`config.mk`:
```
export PLATFORM = sky130hd
export DESIGN_NAME = pcs_10g_enc
export DESIGN_NICKNAME = d
export VERILOG_FILES = /design/src/rtl/pcs_10g_pkg.sv /design/src/rtl/pcs_10g_enc_fmt.sv /design/src/rtl/pcs_10g_enc.sv
export SDC_FILE = /design/constraint.sdc
export NUM_CORES = 1
export LEC_CHECK = 0
export ABC_AREA = 1
export ABC_CLOCK_PERIOD_IN_PS = 4200
export CORE_MARGIN = 3
export CORE_UTILIZATION = 50
export CTS_CLUSTER_SIZE = 24
export DETAILED_ROUTE_END_ITERATION = 8
export PLACE_DENSITY = 0.92
export RECOVER_POWER = 25
export SLEW_MARGIN = 20
export SYNTH_ARGS = -nofsm -noshare
export SYNTH_HDL_FRONTEND = slang
export SYNTH_SLANG_ARGS = --single-unit
export TNS_END_PERCENT = 20
```
`constraint.sdc`:
```
create_clock -name clk -period 4.2 [get_ports clk]
set_input_delay 1.26 -clock clk [delete_from_list [all_inputs] [get_ports clk]]
set_output_delay 1.26 -clock clk [all_outputs]
set_load 0.03 [all_outputs]
```
`src/rtl/pcs_10g_pkg.sv`:
```
// Shared constants and types for the 10GBASE-R 64b/66b transmit path:
// block type fields, sync headers, 7-bit control codes, XGMII characters.
package pcs_10g_pkg;

    localparam logic [1:0] SYNC_DATA = 2'b01;
    localparam logic [1:0] SYNC_CTRL = 2'b10;

    localparam logic [7:0] BT_CTRL = 8'h1e;
    localparam logic [7:0] BT_S0   = 8'h78;
    localparam logic [7:0] BT_S4   = 8'h33;
    localparam logic [7:0] BT_T0   = 8'h87;
    localparam logic [7:0] BT_T1   = 8'h99;
    localparam logic [7:0] BT_T2   = 8'haa;
    localparam logic [7:0] BT_T3   = 8'hb4;
    localparam logic [7:0] BT_T4   = 8'hcc;
    localparam logic [7:0] BT_T5   = 8'hd2;
    localparam logic [7:0] BT_T6   = 8'he1;
    localparam logic [7:0] BT_T7   = 8'hff;

    localparam logic [6:0] CC_IDLE = 7'h00;
    localparam logic [6:0] CC_ERR  = 7'h1e;

    localparam logic [7:0] XG_IDLE  = 8'h07;
    localparam logic [7:0] XG_START = 8'hfb;
    localparam logic [7:0] XG_TERM  = 8'hfd;
    localparam logic [7:0] XG_ERR   = 8'hfe;

    localparam logic [63:0] EBLOCK = {{8{CC_ERR}}, BT_CTRL};

    typedef enum logic [2:0] {ST_INIT, ST_C, ST_D, ST_T, ST_E} enc_state_t;
    typedef enum logic [2:0] {TY_C, TY_S, TY_D, TY_T, TY_E} blk_type_t;

    function automatic logic [7:0] term_type(input logic [2:0] k);
        case (k)
            3'd0:    return BT_T0;
            3'd1:    return BT_T1;
            3'd2:    return BT_T2;
            3'd3:    return BT_T3;
            3'd4:    return BT_T4;
            3'd5:    return BT_T5;
            3'd6:    return BT_T6;
            default: return BT_T7;
        endcase
    endfunction

endpackage

```
`src/rtl/pcs_10g_enc_fmt.sv`:
```
// Combinational classifier and block formatter for one XGMII word: returns the
// block type of the word and its 66-bit encoding as that type.
module pcs_10g_enc_fmt
    import pcs_10g_pkg::*;
(
    input  logic [63:0] data,
    input  logic [7:0]  ctrl,
    input  logic        ctrl_v,
    input  logic        idle_v,
    input  logic        start_v,
    input  logic        term_v,
    input  logic        err_v,
    input  logic [7:0]  keep,
    output blk_type_t   typ,
    output logic [1:0]  head,
    output logic [63:0] block
);

    logic [7:0]  lane [8];
    logic [3:0]  k;
    logic        keep_run;
    logic        tail_idle;
    logic        all_ic;
    logic        term_at;
    logic        is_s0;
    logic        is_s4;
    logic [55:0] ccodes;
    logic [55:0] tdata;

    always_comb begin
        k         = 4'd0;
        tail_idle = 1'b1;
        all_ic    = 1'b1;
        ccodes    = '0;
        tdata     = '0;
        for (int i = 0; i < 8; i++) begin
            lane[i] = data[8*i +: 8];
            k       = k + {3'b000, keep[i]};
        end
        for (int i = 0; i < 8; i++) begin
            if (4'(i) > k && lane[i] != XG_IDLE)
                tail_idle = 1'b0;
            if (lane[i] == XG_IDLE)
                ccodes[7*i +: 7] = CC_IDLE;
            else if (lane[i] == XG_ERR)
                ccodes[7*i +: 7] = CC_ERR;
            else
                all_ic = 1'b0;
        end
        for (int i = 0; i < 7; i++) begin
            if (keep[i])
                tdata[8*i +: 8] = lane[i];
        end
        // keep must be a contiguous LSB run that stops short of lane 7, so /T/ lives at lane k
        keep_run = ((keep & (keep + 8'd1)) == 8'h00) && (keep != 8'hff) && (ctrl == ~keep);
        term_at  = (lane[k[2:0]] == XG_TERM);
        is_s0    = (ctrl == 8'h01) && (lane[0] == XG_START);
        is_s4    = (ctrl == 8'h1f) && (lane[4] == XG_START) && (lane[0] == XG_IDLE) &&
                   (lane[1] == XG_IDLE) && (lane[2] == XG_IDLE) && (lane[3] == XG_IDLE);
    end

    always_comb begin
        typ   = TY_E;
        head  = SYNC_CTRL;
        block = EBLOCK;
        if (ctrl == 8'h00) begin
            typ   = TY_D;
            head  = SYNC_DATA;
            block = data;
        end else if (ctrl_v && start_v && !term_v && (is_s0 || is_s4)) begin
            typ   = TY_S;
            block = is_s0 ? {data[63:8], BT_S0} : {data[63:40], 32'h0, BT_S4};
        end else if (ctrl_v && term_v && !start_v && keep_run && term_at && tail_idle) begin
            typ   = TY_T;
            block = {tdata, term_type(k[2:0])};
        end else if (ctrl_v && (idle_v || err_v) && !start_v && !term_v &&
                     ctrl == 8'hff && all_ic) begin
            typ   = TY_C;
            block = {ccodes, BT_CTRL};
        end
    end

endmodule

```
`src/rtl/pcs_10g_enc.sv`:
```
// 10GBASE-R 64b/66b transmit encoder: clause 49 transmit state machine and
// registered 66-bit block output. Optional error-block counter: PCS_10G_ENC_ERR_CNT_EN.
module pcs_10g_enc
    import pcs_10g_pkg::*;
#(
    parameter int XGMII_DATA_W = 64,
    parameter int XGMII_CTRL_W = 8,
    parameter int KEEP_W       = 8,
    parameter int BLOCK_W      = 64,
    parameter int HEAD_W       = 2
) (
    input  logic                    clk,
    input  logic                    nreset,
    input  logic                    valid_i,
    input  logic [XGMII_DATA_W-1:0] data_i,
    input  logic [XGMII_CTRL_W-1:0] ctrl_i,
    input  logic                    ctrl_v_i,
    input  logic                    idle_v_i,
    input  logic                    start_v_i,
    input  logic                    term_v_i,
    input  logic                    err_v_i,
    input  logic [KEEP_W-1:0]       keep_i,
    output logic                    valid_o,
    output logic [HEAD_W-1:0]       head_o,
    output logic [BLOCK_W-1:0]      block_o
`ifdef PCS_10G_ENC_ERR_CNT_EN
    ,
    output logic [15:0]             err_cnt_o
`endif
);

    enc_state_t  state;
    enc_state_t  nxt;
    blk_type_t   typ;
    logic [1:0]  fmt_head;
    logic [63:0] fmt_block;

    pcs_10g_enc_fmt u_fmt (
        .data    (data_i),
        .ctrl    (ctrl_i),
        .ctrl_v  (ctrl_v_i),
        .idle_v  (idle_v_i),
        .start_v (start_v_i),
        .term_v  (term_v_i),
        .err_v   (err_v_i),
        .keep    (keep_i),
        .typ     (typ),
        .head    (fmt_head),
        .block   (fmt_block)
    );

    always_comb begin
        nxt = ST_E;
        case (state)
            ST_INIT, ST_C, ST_T: begin
                if (typ == TY_C)      nxt = ST_C;
                else if (typ == TY_S) nxt = ST_D;
            end
            ST_D: begin
                if (typ == TY_D)      nxt = ST_D;
                else if (typ == TY_T) nxt = ST_T;
            end
            ST_E: begin
                if (typ == TY_C)      nxt = ST_C;
                else if (typ == TY_D) nxt = ST_D;
                else if (typ == TY_T) nxt = ST_T;
            end
            default: nxt = ST_E;
        endcase
    end

    // Stall cycles hold state and the last block; only valid_o drops
    always_ff @(posedge clk or negedge nreset) begin
        if (!nreset) begin
            state   <= ST_INIT;
            valid_o <= 1'b0;
            head_o  <= '0;
            block_o <= '0;
        end else begin
            valid_o <= valid_i;
            if (valid_i) begin
                state   <= nxt;
                head_o  <= (nxt == ST_E) ? SYNC_CTRL : fmt_head;
                block_o <= (nxt == ST_E) ? EBLOCK : fmt_block;
            end
        end
    end

`ifdef PCS_10G_ENC_ERR_CNT_EN
    always_ff @(posedge clk or negedge nreset) begin
        if (!nreset)
            err_cnt_o <= 16'h0000;
        else if (valid_i && nxt == ST_E && err_cnt_o != 16'hffff)
            err_cnt_o <= err_cnt_o + 16'd1;
    end
`endif

endmodule

```
# After elaboration in Yosys (flattened, before gate mapping)

Index checks and enable logic that the tools add are counted.

Register bits: 70
Bits in latches: 0
RAM bits: 0
Bits in read-only memories: 0
Input bits: 88
Logic and storage cells: 178
Memories: 0

Add/sub/neg operators: 8
Multiply operators: 0
Div/mod/pow operators: 0
Magnitude comparators: 9
Equal/unequal tests: 46
Shift-type cells: 0
Mux-type cells: 69
Bitwise logic cells: 3
Reductions and logical operators: 39

Operators with widths:

| cell                                                                           | count |
|---|---|
| 64-bit 2-to-1 mux                                                              | 5 |
| 8-bit == test, second input constant                                           | 12 |
| 8-bit 2-to-1 mux                                                               | 9 |
| 8-bit by 3-bit == test with 1-bit output, second input constant                | 8 |
| 8-bit by 3-bit inequality test with 1-bit output, second input constant        | 8 |
| 7-bit 2-to-1 mux                                                               | 8 |
| 7-bit one-hot mux with 7 select lines                                          | 1 |
| 40-bit 2-to-1 mux                                                              | 1 |
| 5-bit 2-to-1 mux                                                               | 8 |
| 1-bit logical AND                                                              | 29 |
| 3-bit 2-to-1 mux                                                               | 9 |
| 4-bit by 1-bit adder with 4-bit output                                         | 6 |
| 8-bit binary-select mux with 3-bit select                                      | 1 |
| 1-bit 2-to-1 mux                                                               | 24 |
| 3-bit by 2-bit == test with 1-bit output, second input constant                | 6 |
| 3-bit by 4-bit greater-than comparator with 1-bit output, first input constant | 4 |
| 8-bit logical NOT                                                              | 2 |
| 3-bit == test, second input constant                                           | 5 |
| 3-bit by 1-bit == test with 1-bit output, second input constant                | 3 |
| 3-bit logical NOT                                                              | 3 |
| 3-bit one-hot mux with 3 select lines                                          | 1 |
| 8-bit by 1-bit adder with 8-bit output, second input constant                  | 1 |
| 8-bit AND                                                                      | 1 |
| 8-bit by 1-bit == test with 1-bit output, second input constant                | 1 |
| other kinds (13)                                                               | 18 |

# Longest topological paths before layout

Gate-level depths: netlist of the first run.

Word-level depth: 29
Gate-level depth with buffers: 26

# Modules after synthesis

Synthesis of the first run repeated with hierarchy kept, for this count alone.

Cells, all modules: 1028
Area total of the unflattened synthesis: 6155.9 µm²

Modules (own cells, without submodules):

| module          | instances | cells each | area each (µm²) | seq. area each (µm²) |
|---|---|---|---|---|
| pcs_10g_enc     | 1         | 386        | 3086.7          | 1751.7 |
| pcs_10g_enc_fmt | 1         | 642        | 3069.2          | 0.0 |

# Worst setup path after synthesis of the first run

Ideal clock, no wire load.

Kind: input to register
From: input keep_i[0]
To: register block_o[23]
Library setup time: 126 ps
Arrival time: 5367 ps
Data required time: 4074 ps
Path slack: -1293 ps
Stages: 24
Path buffers: 3
Cell sequence: buf_6 > inv_2 > ha_1 > fa_1 > fa_1 > fa_1 > fa_1 > inv_2 > buf_1 > ha_1 > inv_1 > nand2_1 > nor2_1 > nor2_1 > nand2_1 > nand2_1 > nand2_1 > nand2_2 > nand2_4 > buf_6 > nand2_1 > o21ai_0 > nor2_2 > a21oi_1

Longest elaborated chain between the ends: 28
Elaborated cells on any way between the ends: 65

RTL lines:

| what                                                     | RTL line                             | RTL |
|---|---|---|
| from (decl)                                              | pcs_10g_enc.sv:22                    | `input logic [KEEP_W-1:0] keep_i,` |
| 1-bit by 1-bit adder with 2-bit output                   | pcs_10g_enc_fmt.sv:38                | `k = k + {3'b000, keep[i]};` |
| 4-bit by 1-bit adder with 4-bit output (6 in a row)      | pcs_10g_enc_fmt.sv:38                |  |
| 1-bit by 4-bit greater-than comparator with 1-bit output | pcs_10g_enc_fmt.sv:41                | `if (4'(i) > k && lane[i] != XG_IDLE)` |
| 1-bit logical AND                                        | pcs_10g_enc_fmt.sv:41                |  |
| 1-bit 2-to-1 mux (8 in a row)                            | pcs_10g_enc_fmt.sv:41                |  |
| 1-bit logical AND (*)                                    | pcs_10g_enc_fmt.sv:73                | `end else if (ctrl_v && term_v && !start_v && keep_run && term_at && tail_idle) begin` |
| 3-bit 2-to-1 mux                                         | pcs_10g_enc_fmt.sv:73                |  |
| 3-bit 2-to-1 mux                                         | pcs_10g_enc_fmt.sv:70                | `end else if (ctrl_v && start_v && !term_v && (is_s0 \|\| is_s4)) begin` |
| 3-bit 2-to-1 mux                                         | pcs_10g_enc_fmt.sv:66                | `if (ctrl == 8'h00) begin` |
| 3-bit by 2-bit == test with 1-bit output                 | pcs_10g_enc.sv:61, pcs_10g_enc.sv:66 |  |
| 3-bit 2-to-1 mux                                         | pcs_10g_enc.sv:61, pcs_10g_enc.sv:66 |  |
| 3-bit 2-to-1 mux                                         | pcs_10g_enc.sv:60                    | `if (typ == TY_D) nxt = ST_D;` |
| 3-bit 2-to-1 mux                                         | pcs_10g_enc.sv:64                    | `if (typ == TY_C) nxt = ST_C;` |
| 3-bit one-hot mux with 3 select lines                    | pcs_10g_enc.sv:54                    | `case (state)` |
| 3-bit == test                                            | pcs_10g_enc.sv:84                    | `block_o <= (nxt == ST_E) ? EBLOCK : fmt_block;` |
| 64-bit 2-to-1 mux (*)                                    | pcs_10g_enc.sv:84                    |  |
| to (signal assigned)                                     | pcs_10g_enc.sv:84                    |  |
| to (decl)                                                | pcs_10g_enc.sv:25                    | `output logic [BLOCK_W-1:0] block_o` |

Every way passes the cells marked *; elsewhere a longest branch is shown, timed or not. The select of a mux whose other input is x is not followed.
A chain may end at the register's enable or synchronous reset.

# Final worst setup path of the first run

From: input keep_i[0]
To: register block_o[1]

Longest elaborated chain between the ends: 28
Elaborated cells on any way between the ends: 73

RTL lines:

| what                                                     | RTL line |
|---|---|
| 1-bit by 1-bit adder with 2-bit output                   | pcs_10g_enc_fmt.sv:38 |
| 4-bit by 1-bit adder with 4-bit output (6 in a row)      | pcs_10g_enc_fmt.sv:38 |
| 1-bit by 4-bit greater-than comparator with 1-bit output | pcs_10g_enc_fmt.sv:41 |
| 1-bit logical AND                                        | pcs_10g_enc_fmt.sv:41 |
| 1-bit 2-to-1 mux (8 in a row)                            | pcs_10g_enc_fmt.sv:41 |
| 1-bit logical AND                                        | pcs_10g_enc_fmt.sv:73 |
| 3-bit 2-to-1 mux                                         | pcs_10g_enc_fmt.sv:73 |
| 3-bit 2-to-1 mux                                         | pcs_10g_enc_fmt.sv:70 |
| 3-bit 2-to-1 mux                                         | pcs_10g_enc_fmt.sv:66 |
| 3-bit by 2-bit == test with 1-bit output                 | pcs_10g_enc.sv:61, pcs_10g_enc.sv:66 |
| 3-bit 2-to-1 mux                                         | pcs_10g_enc.sv:61, pcs_10g_enc.sv:66 |
| 3-bit 2-to-1 mux                                         | pcs_10g_enc.sv:60 |
| 3-bit 2-to-1 mux                                         | pcs_10g_enc.sv:64 |
| 3-bit one-hot mux with 3 select lines                    | pcs_10g_enc.sv:54 |
| 3-bit == test                                            | pcs_10g_enc.sv:84 |
| 64-bit 2-to-1 mux (*)                                    | pcs_10g_enc.sv:84 |

Marks and branches as above.

==> reports/summary.txt, run 1 <==
GR peak layer: met2
GRT met1 Usage: 0.5094
Via count: 8493
Initial antenna violation count: 0
Count leader, synth: nand2_1
Reg power frac: 0.250
Yosys top cell area share: 0.2693
Final GP Congestion: 1.061
Critical hold path startpoint: block_o[29]
Critical Path End: block_o[1]
Worst reg2reg startpoint: state[0]
Worst Hold Class: reg -> reg
Layout Cells excl Fill: 1502
Setup slack, reg-to-reg: 2370 ps
Comb power frac: 0.463
Hold Slack: 494.2 ps
CP max stage cell: fa_2
Most used cell, CP: nor2_1
Final setup fails: 69
Worst EP arrival: 5060 ps
DR iter-0 viols: 1346
Crit Path Max Fanout: 14
Final Critical Period: 4793 ps
Vert. Die Dim: 120.1 microns
Reg2reg end: block_o[46]
Asr flop ratio synth: 1.000
Worst skew pair latency: 340 ps
Max Clock Skew: 6.621 ps
Total gr overflow: 0
Port buffer count: 154
Pwr Total: 0.002724 W
Synth Instances: 1117
LEAKAGE: 4.233 nW
Seq cells post-synth: 70
Clock network fraction of design power: 0.287
Setup slack after layout: -592.7 ps
Synth Warn #: 0
Slew headroom: -0.1428
First-pass GRT wire length: 41990 microns
Number of max-cap violations: 1
Crit start category: input port
RSZ-0062 raised after global routing: yes
Critical Path Sink Type: register
CTS HTree Levels: 3
Pins Over Slew Limit: 71
DR pass1 iterations: 8
CTS sink cnt: 70
Layout cells sized above 1: 0.1654
Largest cells by area after synthesis: dfrtp_1 27%, nand2_1 22%, nor2_1 9.1%
Post-synthesis average cell area: 5.823 sq um
Power Density: 290.5 mW/mm^2
Total track usage: 0.3731
Post-synthesis cell type count: 46
CP Cell Sequence: buf_8 -> inv_8 -> ha_4 -> fa_1 -> fa_1 -> fa_2 -> fa_2 -> inv_4 -> ha_4 -> inv_2 -> nand2_2 -> nor2_2 -> nor2_1 -> nand2_1 -> nand2_1 -> nand2_2 -> nand2_4 -> nand2_4 -> nand4_4 -> nand3_4 -> buf_12 -> nor2_1 -> nor2_1
Global Route met2 Usage: 0.5848
Crit Path Category: in -> reg
Total CTS buffers: 9
Antenna fix cells: 0
Detail Placement HPWL: 20990 microns
Largest stage delay on the critical path: 600 ps
Tightest Pin Transition: 1714 ps
Grt met3 use: 0.07352
Core box area: 0.01267 sq mm
Synth top cells by count: 374 x nand2_1, 158 x nor2_1, 134 x inv_1, 70 x dfrtp_1, 65 x o21ai_0
Fin crit share: 1.141
Post-synth net total: 1217
Crit path from: keep_i[0]
Max IR drop VDD: 0.2593 mV
Cell total after placement: 1477
Area leader, netlist: dfrtp_1
Avg WL per Cell: 17.99 microns
CTS tree: done
Root buffer cell: clkbuf_16
Switching Fraction: 0.3867
Number of global-route vias before repair: 7951
Final Hold Fails: 0
Status: finished with violations
Synth Cell Area: 0.006504 sq mm
Pin count of the biggest net entering global routing: 71
Clk buf depth: 2
Int Power: 0.001671 W
Failing checks: design-rule violations, max-capacitance violations, max-slew violations, negative setup slack
I/O Pins: 155
Sw Pwr: 0.001053 W
Most used flip-flop cell after synthesis: dfrtp_1
Post-synthesis sequential area ratio: 0.2693
Layout Nets: 1425
Num rows: 41
Initial Util: 0.5133
Reg clk slew, reported paths: 60 ps
Number of synthesized flops with an enable pin: 0
Final ANT Viol Nets: 0
DRC violations left: 2
Die W: 120.1 microns
DR vias/cell: 5.654
Area Overhead vs Synth: 44.17%
Worst R2R Path Depth: 8
Full die area: 0.01441 sq mm
Req. time, crit path: 4470 ps
Total wire length: 27030 microns
Fmax: 208.7 MHz
TNS Setup: -37140 ps
-- state kept, by name, indices dropped and copies added (netlist names) --
signal	flops
head_o	2
state	3
block_o	64
valid_o	1
-- layout by cell type, fill, tap and decap left out, drive strengths merged, types with 3 or more instances in the layout --
cell type	n
inv	162
nor3	18
clkdlybuf4s50	148
o21a	3
clkbuf	14
nand4	29
nand2	383
fa	4
o211ai	5
buf	84
ha	8
or2	3
nand3	57
dfrtp	70
nand3b	4
o21ai	100
nor2	172
o22ai	11
a21oi	38
-- layer usage --
layer / up-vias / share of wire / wire (microns)
met2: 583 / 0.45 / 12220
met1: 3836 / 0.40 / 10720
li1: 3962 / - / -
met5: - / 0 / 0
met3: 112 / 0.11 / 2933
met4: 0 / 0.043 / 1156
-- worst min path at each step --
stage / depth (start not counted) / slack (ps) / end
CTS: 2 / 490 / block_o[35]
floorplan: 2 / 480 / state[2]
finish: 2 / 490 / block_o[29]
global route: 2 / 520 / block_o[21]
global placement: 2 / 460 / block_o[4]
detailed placement: 2 / 470 / head_o[1]
-- cells by family after synthesis --
family	share of synthesized area
AND/OR/NAND/NOR	0.4356
AO/OA/AOI/OAI	0.1376
adder cells (fa/ha/maj)	0.02770
XOR/XNOR	0.001347
flip-flops	0.2693
buffers and inverters	0.1285
-- per-stage QoR --
step                        util  instance area, sq um  setup WS (ps)
after floorplan                -                  6599          -1011
after global placement    0.6877                  8713          -1525
after detailed placement  0.6877                  8713          -1610
after CTS                 0.7314                  9268         -510.3
after global routing      0.7400                  9376         -728.8
final                     0.7400                  9376         -592.7
-- power groups by stage --
stage	Sequential, W	Combinational, W	Clock, W
2_1_floorplan	0.000698	0.000693	0
3_3_place_gp	0.000693	0.00117	0
3_5_place_dp	0.000693	0.00117	0
4_1_cts	0.000681	0.00121	0.000779
5_1_grt	0.000682	0.00138	0.000814
6_report	0.000682	0.00126	0.000781
-- layout make-up --
type,count,area [sq um]
fill,1027,3294
clock buffer,11,242.7
multi-input combinational,845,4247
timing repair buffer,237,2238
sequential,70,1752
tap,172,215.2
inverter,162,623.1
clock inverter,5,58.81
-- critical path: cells and delay by family --
kind | cells | cell delay, ps
simple gates | 12 | 1110
buf+inv | 5 | 430
fa+ha+maj | 6 | 2250
-- what timing repair did --
item,in CTS,in global routing
buffers inserted,5,2
pin swaps,24,9
hold buffers,0,0
resized for setup,77,26
endpoints found under the setup margin,69,69
cloned,1,1
No activity file was read; power rests on OpenSTA's default activity.
==> run 2, diff against run 1 <==
--- a/config.mk
+++ b/config.mk
@@ -14,4 +14,5 @@
 export PLACE_DENSITY = 0.92
 export RECOVER_POWER = 25
+export REMOVE_ABC_BUFFERS = 1
 export SLEW_MARGIN = 20
 export SYNTH_ARGS = -nofsm -noshare
==> constraint.sdc (replaced) <==
create_clock -name clk -period 4.2 [get_ports clk]
set_input_delay 0.84 -clock clk [delete_from_list [all_inputs] [get_ports clk]]
set_output_delay 0.84 -clock clk [all_outputs]
set_load 0.03 [all_outputs]
==> reports/summary.txt, run 2 (synthesis results as in run 1) <==
Total CTS buffers: 9
Setup slack after layout: -208.9 ps
DR iter-0 viols: 1447
Port buffer count: 154
CP max stage cell: fa_2
Most common cell after layout, fill and taps aside: nand2_1
CP Cell Sequence: buf_8 -> inv_6 -> ha_4 -> fa_1 -> fa_1 -> fa_2 -> fa_2 -> inv_4 -> ha_4 -> inv_2 -> nand2_2 -> a21oi_1 -> nor2_1 -> nand2_2 -> nand2_4 -> nand2_4 -> nand2_2 -> buf_4 -> o21ai_1 -> o21ai_2
Vert. Die Dim: 120.1 microns
Max IR drop VDD: 0.2789 mV
Crit start category: input port
Crit Path Max Fanout: 5
Die W: 120.1 microns
Initial Util: 0.5133
Full die area: 0.01441 sq mm
Avg WL per Cell: 17.60 microns
Cell total after placement: 1462
Final ANT Viol Nets: 0
Slew headroom: -0.8300
Most frequent cells in the layout: 370 x nand2_1, 154 x nor2_1, 148 x clkdlybuf4s50_1
Total wire length: 26170 microns
Area Overhead vs Synth: 41.02%
Detail Placement HPWL: 19770 microns
Fin crit share: 1.050
Req. time, crit path: 4410 ps
Top reg by flops: block_o
Critical Path Sink Type: register
Reg clk slew, reported paths: 60 ps
Status: finished with violations
Final setup fails: 67
DR pass1 iterations: 7
Failing checks: max-capacitance violations, max-slew violations, negative setup slack
Final Cell Area: 0.009171 sq mm
Worst Hold Class: reg -> reg
Number of max-cap violations: 1
CTS sink cnt: 70
Max Clock Skew: 11.36 ps
Num rows: 41
Worst EP arrival: 4620 ps
DR vias/cell: 5.769
Most used cell, CP: nand2_2
LEAKAGE: 4.141 nW
Worst skew pair latency: 350 ps
Root buffer cell: clkbuf_16
Pwr Total: 0.002866 W
CTS HTree Levels: 3
Pin count of the biggest net entering global routing: 51
Power Density: 312.5 mW/mm^2
Tightest Pin Transition: 2745 ps
Top flop regs: block_o x64, state x3, head_o x2
Layout cells sized above 1: 0.1399
CTS tree: done
Fmax: 226.8 MHz
First-pass GRT wire length: 41030 microns
Final Critical Period: 4409 ps
Initial antenna violation count: 0
Antenna fix cells: 0
Clk buf depth: 2
Total gr overflow: 0
Max FFs per register: 64
Layout Nets: 1410
RSZ-0062 raised after global routing: yes
Placed Area: 0.008501 sq mm
Layout Cells excl Fill: 1487
Crit Path Category: in -> reg
Via count: 8579
Final GP Congestion: 1.023
Largest stage delay on the critical path: 600 ps
Pins Over Slew Limit: 51
Core box area: 0.01267 sq mm
Number of global-route vias before repair: 8268
DRC violations left: 0
Total track usage: 0.3554
I/O Pins: 155
Final Hold Fails: 0
-- run 2: changes by cell type in the layout (fill, tap and decap cells not counted), sizes merged --
cell,before,now
clkinv,2,0
nand2,383,382
bufinv,1,2
clkbuf,14,12
inv,162,164
buf,84,72
clkdlybuf4s15,1,0
-- run 2: per-stage QoR --
step	util	worst slack [ps]	setup TNS (ps)	hold slack [ps]
3_5_place_dp	0.6709	-1113	-72180	480.7
5_1_grt	0.7238	-305.5	-18870	519.8
3_3_place_gp	0.6709	-989.2	-65090	464.4
4_1_cts	0.7115	-291.2	-17560	496.8
6_report	0.7238	-208.9	-11150	495.7
2_1_floorplan	-	-1374	-89580	471.7
-- run 2: power by group --
part | switching [W] | internal, W | total [W]
clock | 0.000335 | 0.000541 | 0.000876
combinational | 0.000778 | 0.000531 | 0.00131
sequential | 0.00000296 | 0.000678 | 0.000681
total | 0.00112 | 0.00175 | 0.00287
-- run 2: final timing paths --
path / from / end / slack [ps] / depth (start not counted)
worst max-delay path: keep_i[0] / block_o[7] / -210 / 20
worst min-delay path: block_o[27] / block_o[27] / 500 / 2
worst max register to register: state[0] / block_o[3] / 2440 / 9
worst min register to register: block_o[27] / block_o[27] / 500 / 2
max in group asynchronous: nreset / block_o[31] / 1270 / 1
min in group asynchronous: nreset / block_o[53] / 1370 / 1
-- run 2: critical path, delay by kind of cell --
family                   cells  cell delay, ps
adder cells (fa/ha/maj)      6            2250
AO/OA/AOI/OAI                3             480
buffers and inverters        5             450
AND/OR/NAND/NOR              6             580
-- run 2: what timing repair did --
item / CTS / global route
gates cloned: 0 / 1
buffers inserted: 7 / 2
pin swaps: 31 / 22
resized for setup: 48 / 43
hold buffers: 0 / 0
endpoints found under the setup margin: 69 / 69
-- run 2: metal layers --
metal | GRT usage | routed length [microns] | share of wire | up-vias
met5 | 0 | 0 | 0 | -
met4 | 0.1682 | 1406 | 0.054 | 0
met3 | 0.07823 | 3398 | 0.13 | 147
met2 | 0.5623 | 11860 | 0.45 | 675
met1 | 0.4621 | 9501 | 0.36 | 3858
li1 | - | - | - | 3899
-- run 2: final cells by class --
cell class | count | area, sq um
Tap cell | 172 | 215.2
Inverter | 162 | 618.1
Clock buffer | 10 | 239.0
Fill cell | 1058 | 3500
Multi-Input combinational cell | 844 | 4123
Sequential cell | 70 | 1752
Timing Repair Buffer | 223 | 2132
Clock inverter | 6 | 92.59
==> run 3, diff against run 2 <==
- MAX_ROUTING_LAYER: default -> met4
==> reports/summary.txt, run 3 (synthesis results as in run 1) <==
Status: finished with violations
Failing checks: negative setup slack
Initial Util: 0.5133
Detail Placement HPWL: 19490 microns
Fin crit share: 1.038
RSZ-0062 raised after global routing: yes
Met3 WL: 2731 microns
Initial antenna violation count: 0
Worst skew pair latency: 350 ps
Critical path's top delay family: adder cells
Max FFs per register: 64
Req. time, crit path: 4470 ps
Crit Path Category: in -> reg
Filler cells: 1048
Hold path cells: 2
Worst EP arrival: 4630 ps
Total track usage: 0.3553
Critical path buffers and inverters: 4
Crit start category: input port
Die W: 120.1 microns
Reg2reg end: block_o[30]
DR WL met2: 11620 microns
Total CTS buffers: 9
Core box area: 0.01267 sq mm
Critical Path Sink Type: register
DRC violations left: 0
Top flop regs: block_o x64, state x3, head_o x2
DR vias/cell: 5.589
Number of max-cap violations: 0
Setup slack, reg-to-reg: 2470 ps
Seq. cell area: 0.001752 sq mm
Number of global-route vias before repair: 7837
Antenna fix cells: 0
Final GP Congestion: 1.100
Tightest Pin Transition: 1275 ps
Num rows: 41
Critical path depth in cells: 22
Final Cell Area: 0.009165 sq mm
Fin util: 0.7233
Final Critical Period: 4361 ps
Total wire length: 25130 microns
Via count: 8316
Max Clock Skew: 9.119 ps
CP Cell Sequence: buf_8 -> inv_4 -> ha_4 -> fa_1 -> fa_1 -> fa_2 -> fa_2 -> inv_4 -> ha_4 -> inv_2 -> nand2_2 -> nor2_1 -> nor2_1 -> nand2_1 -> nand2_1 -> nand2_2 -> nand2_4 -> nand2_4 -> nand2_1 -> a21oi_2 -> nand2_4 -> a21oi_1
Crit Path Max Fanout: 8
CTS HTree Levels: 3
Top reg by flops: block_o
CTS tree: done
Metal-1 WL: 9844 microns
Clk buf depth: 2
Worst R2R Path Depth: 8
Hold Slack: 487.2 ps
Slew headroom: 0.1499
Max IR drop VDD: 0.1990 mV
Most common cell after layout, fill and taps aside: nand2_1
Power Density: 303.5 mW/mm^2
Setup slack after layout: -161.1 ps
Layout Nets: 1412
Reg clk slew, reported paths: 50 ps
Final Hold Fails: 0
First-pass GRT wire length: 39580 microns
Root buffer cell: clkbuf_16
DR pass1 iterations: 6
Post-CTS Hold Fix Bufs: 0
Footprint of the multi-input gates: 0.004149 sq mm
I/O Pins: 155
Port buffer count: 154
Avg WL per Cell: 16.89 microns
Fmax: 229.3 MHz
Crit path from: keep_i[0]
Most frequent cells in the layout: 366 x nand2_1, 158 x nor2_1, 148 x clkdlybuf4s50_1
Worst Hold Class: reg -> reg
Full die area: 0.01441 sq mm
TNS Setup: -6682 ps
Area Overhead vs Synth: 40.92%
Placed Area: 0.008538 sq mm
DR iter-0 viols: 1027
CP max stage cell: fa_2
Largest stage delay on the critical path: 610 ps
CTS sink cnt: 70
Top layer in use: met4
Final ANT Viol Nets: 0
Pins Over Slew Limit: 0
Total gr overflow: 0
Vert. Die Dim: 120.1 microns
LEAKAGE: 4.153 nW
Final setup fails: 67
Layout cells sized above 1: 0.1436
Worst reg2reg startpoint: state[0]
Pin count of the biggest net entering global routing: 52
Critical Path End: block_o[59]
-- run 3: timing repair --
action                                  CTS  global route
pin swaps                                26            21
endpoints found under the hold margin     0             0
endpoints found under the setup margin   69            69
setup buffers                             3             3
gates resized for setup                  64            30
-- run 3: where the power goes --
group          internal, W  switching [W]  total, W
Clock             0.000516       0.000297  0.000813
Sequential        0.000679     0.00000300  0.000682
Combinational     0.000542       0.000745   0.00129
Total              0.00174        0.00105   0.00278
-- run 3: worst min path at each step --
stage / from / slack (ps) / to
5_1_grt: block_o[7] / 520 / block_o[7]
3_5_place_dp: block_o[7] / 480 / block_o[7]
3_3_place_gp: head_o[1] / 460 / head_o[1]
2_1_floorplan: state[2] / 470 / state[2]
6_report: block_o[7] / 490 / block_o[7]
4_1_cts: nreset / 450 / valid_o
-- run 3: worst register-to-register path, stage by stage (launching register included) --
cell	delay [ps]
dfrtp_1	400
inv_1	80
a21oi_1	80
inv_1	140
nor2_1	110
a21oi_4	270
nand2_4	190
nor2_2	230
a21oi_1	110
-- run 3: routing by layer --
layer  up-vias  global-route usage
li1       3904                   -
met1      3760              0.4468
met2       568              0.5694
met3        84             0.06550
met4         0              0.1396
met5         -                   -
-- run 3: cell type report --
cell class,instances,share of cell area
Clock buffer,11,0.02539
Inverter,162,0.06717
Multi-Input combinational cell,844,0.4527
Timing Repair Buffer,225,0.2322
Sequential cell,70,0.1911
Clock inverter,4,0.007918
Tap cell,172,0.02348
-- run 3: through the flow --
stage | total power (W) | worst slack, ps | cells
floorplan | 0.001300 | -1374 | 1076
global placement | 0.001833 | -982.4 | 1467
detailed placement | 0.001836 | -1138 | 1467
CTS | 0.002706 | -264.2 | 1485
global route | 0.002926 | -330.6 | 1488
finish | 0.002782 | -161.1 | 1488
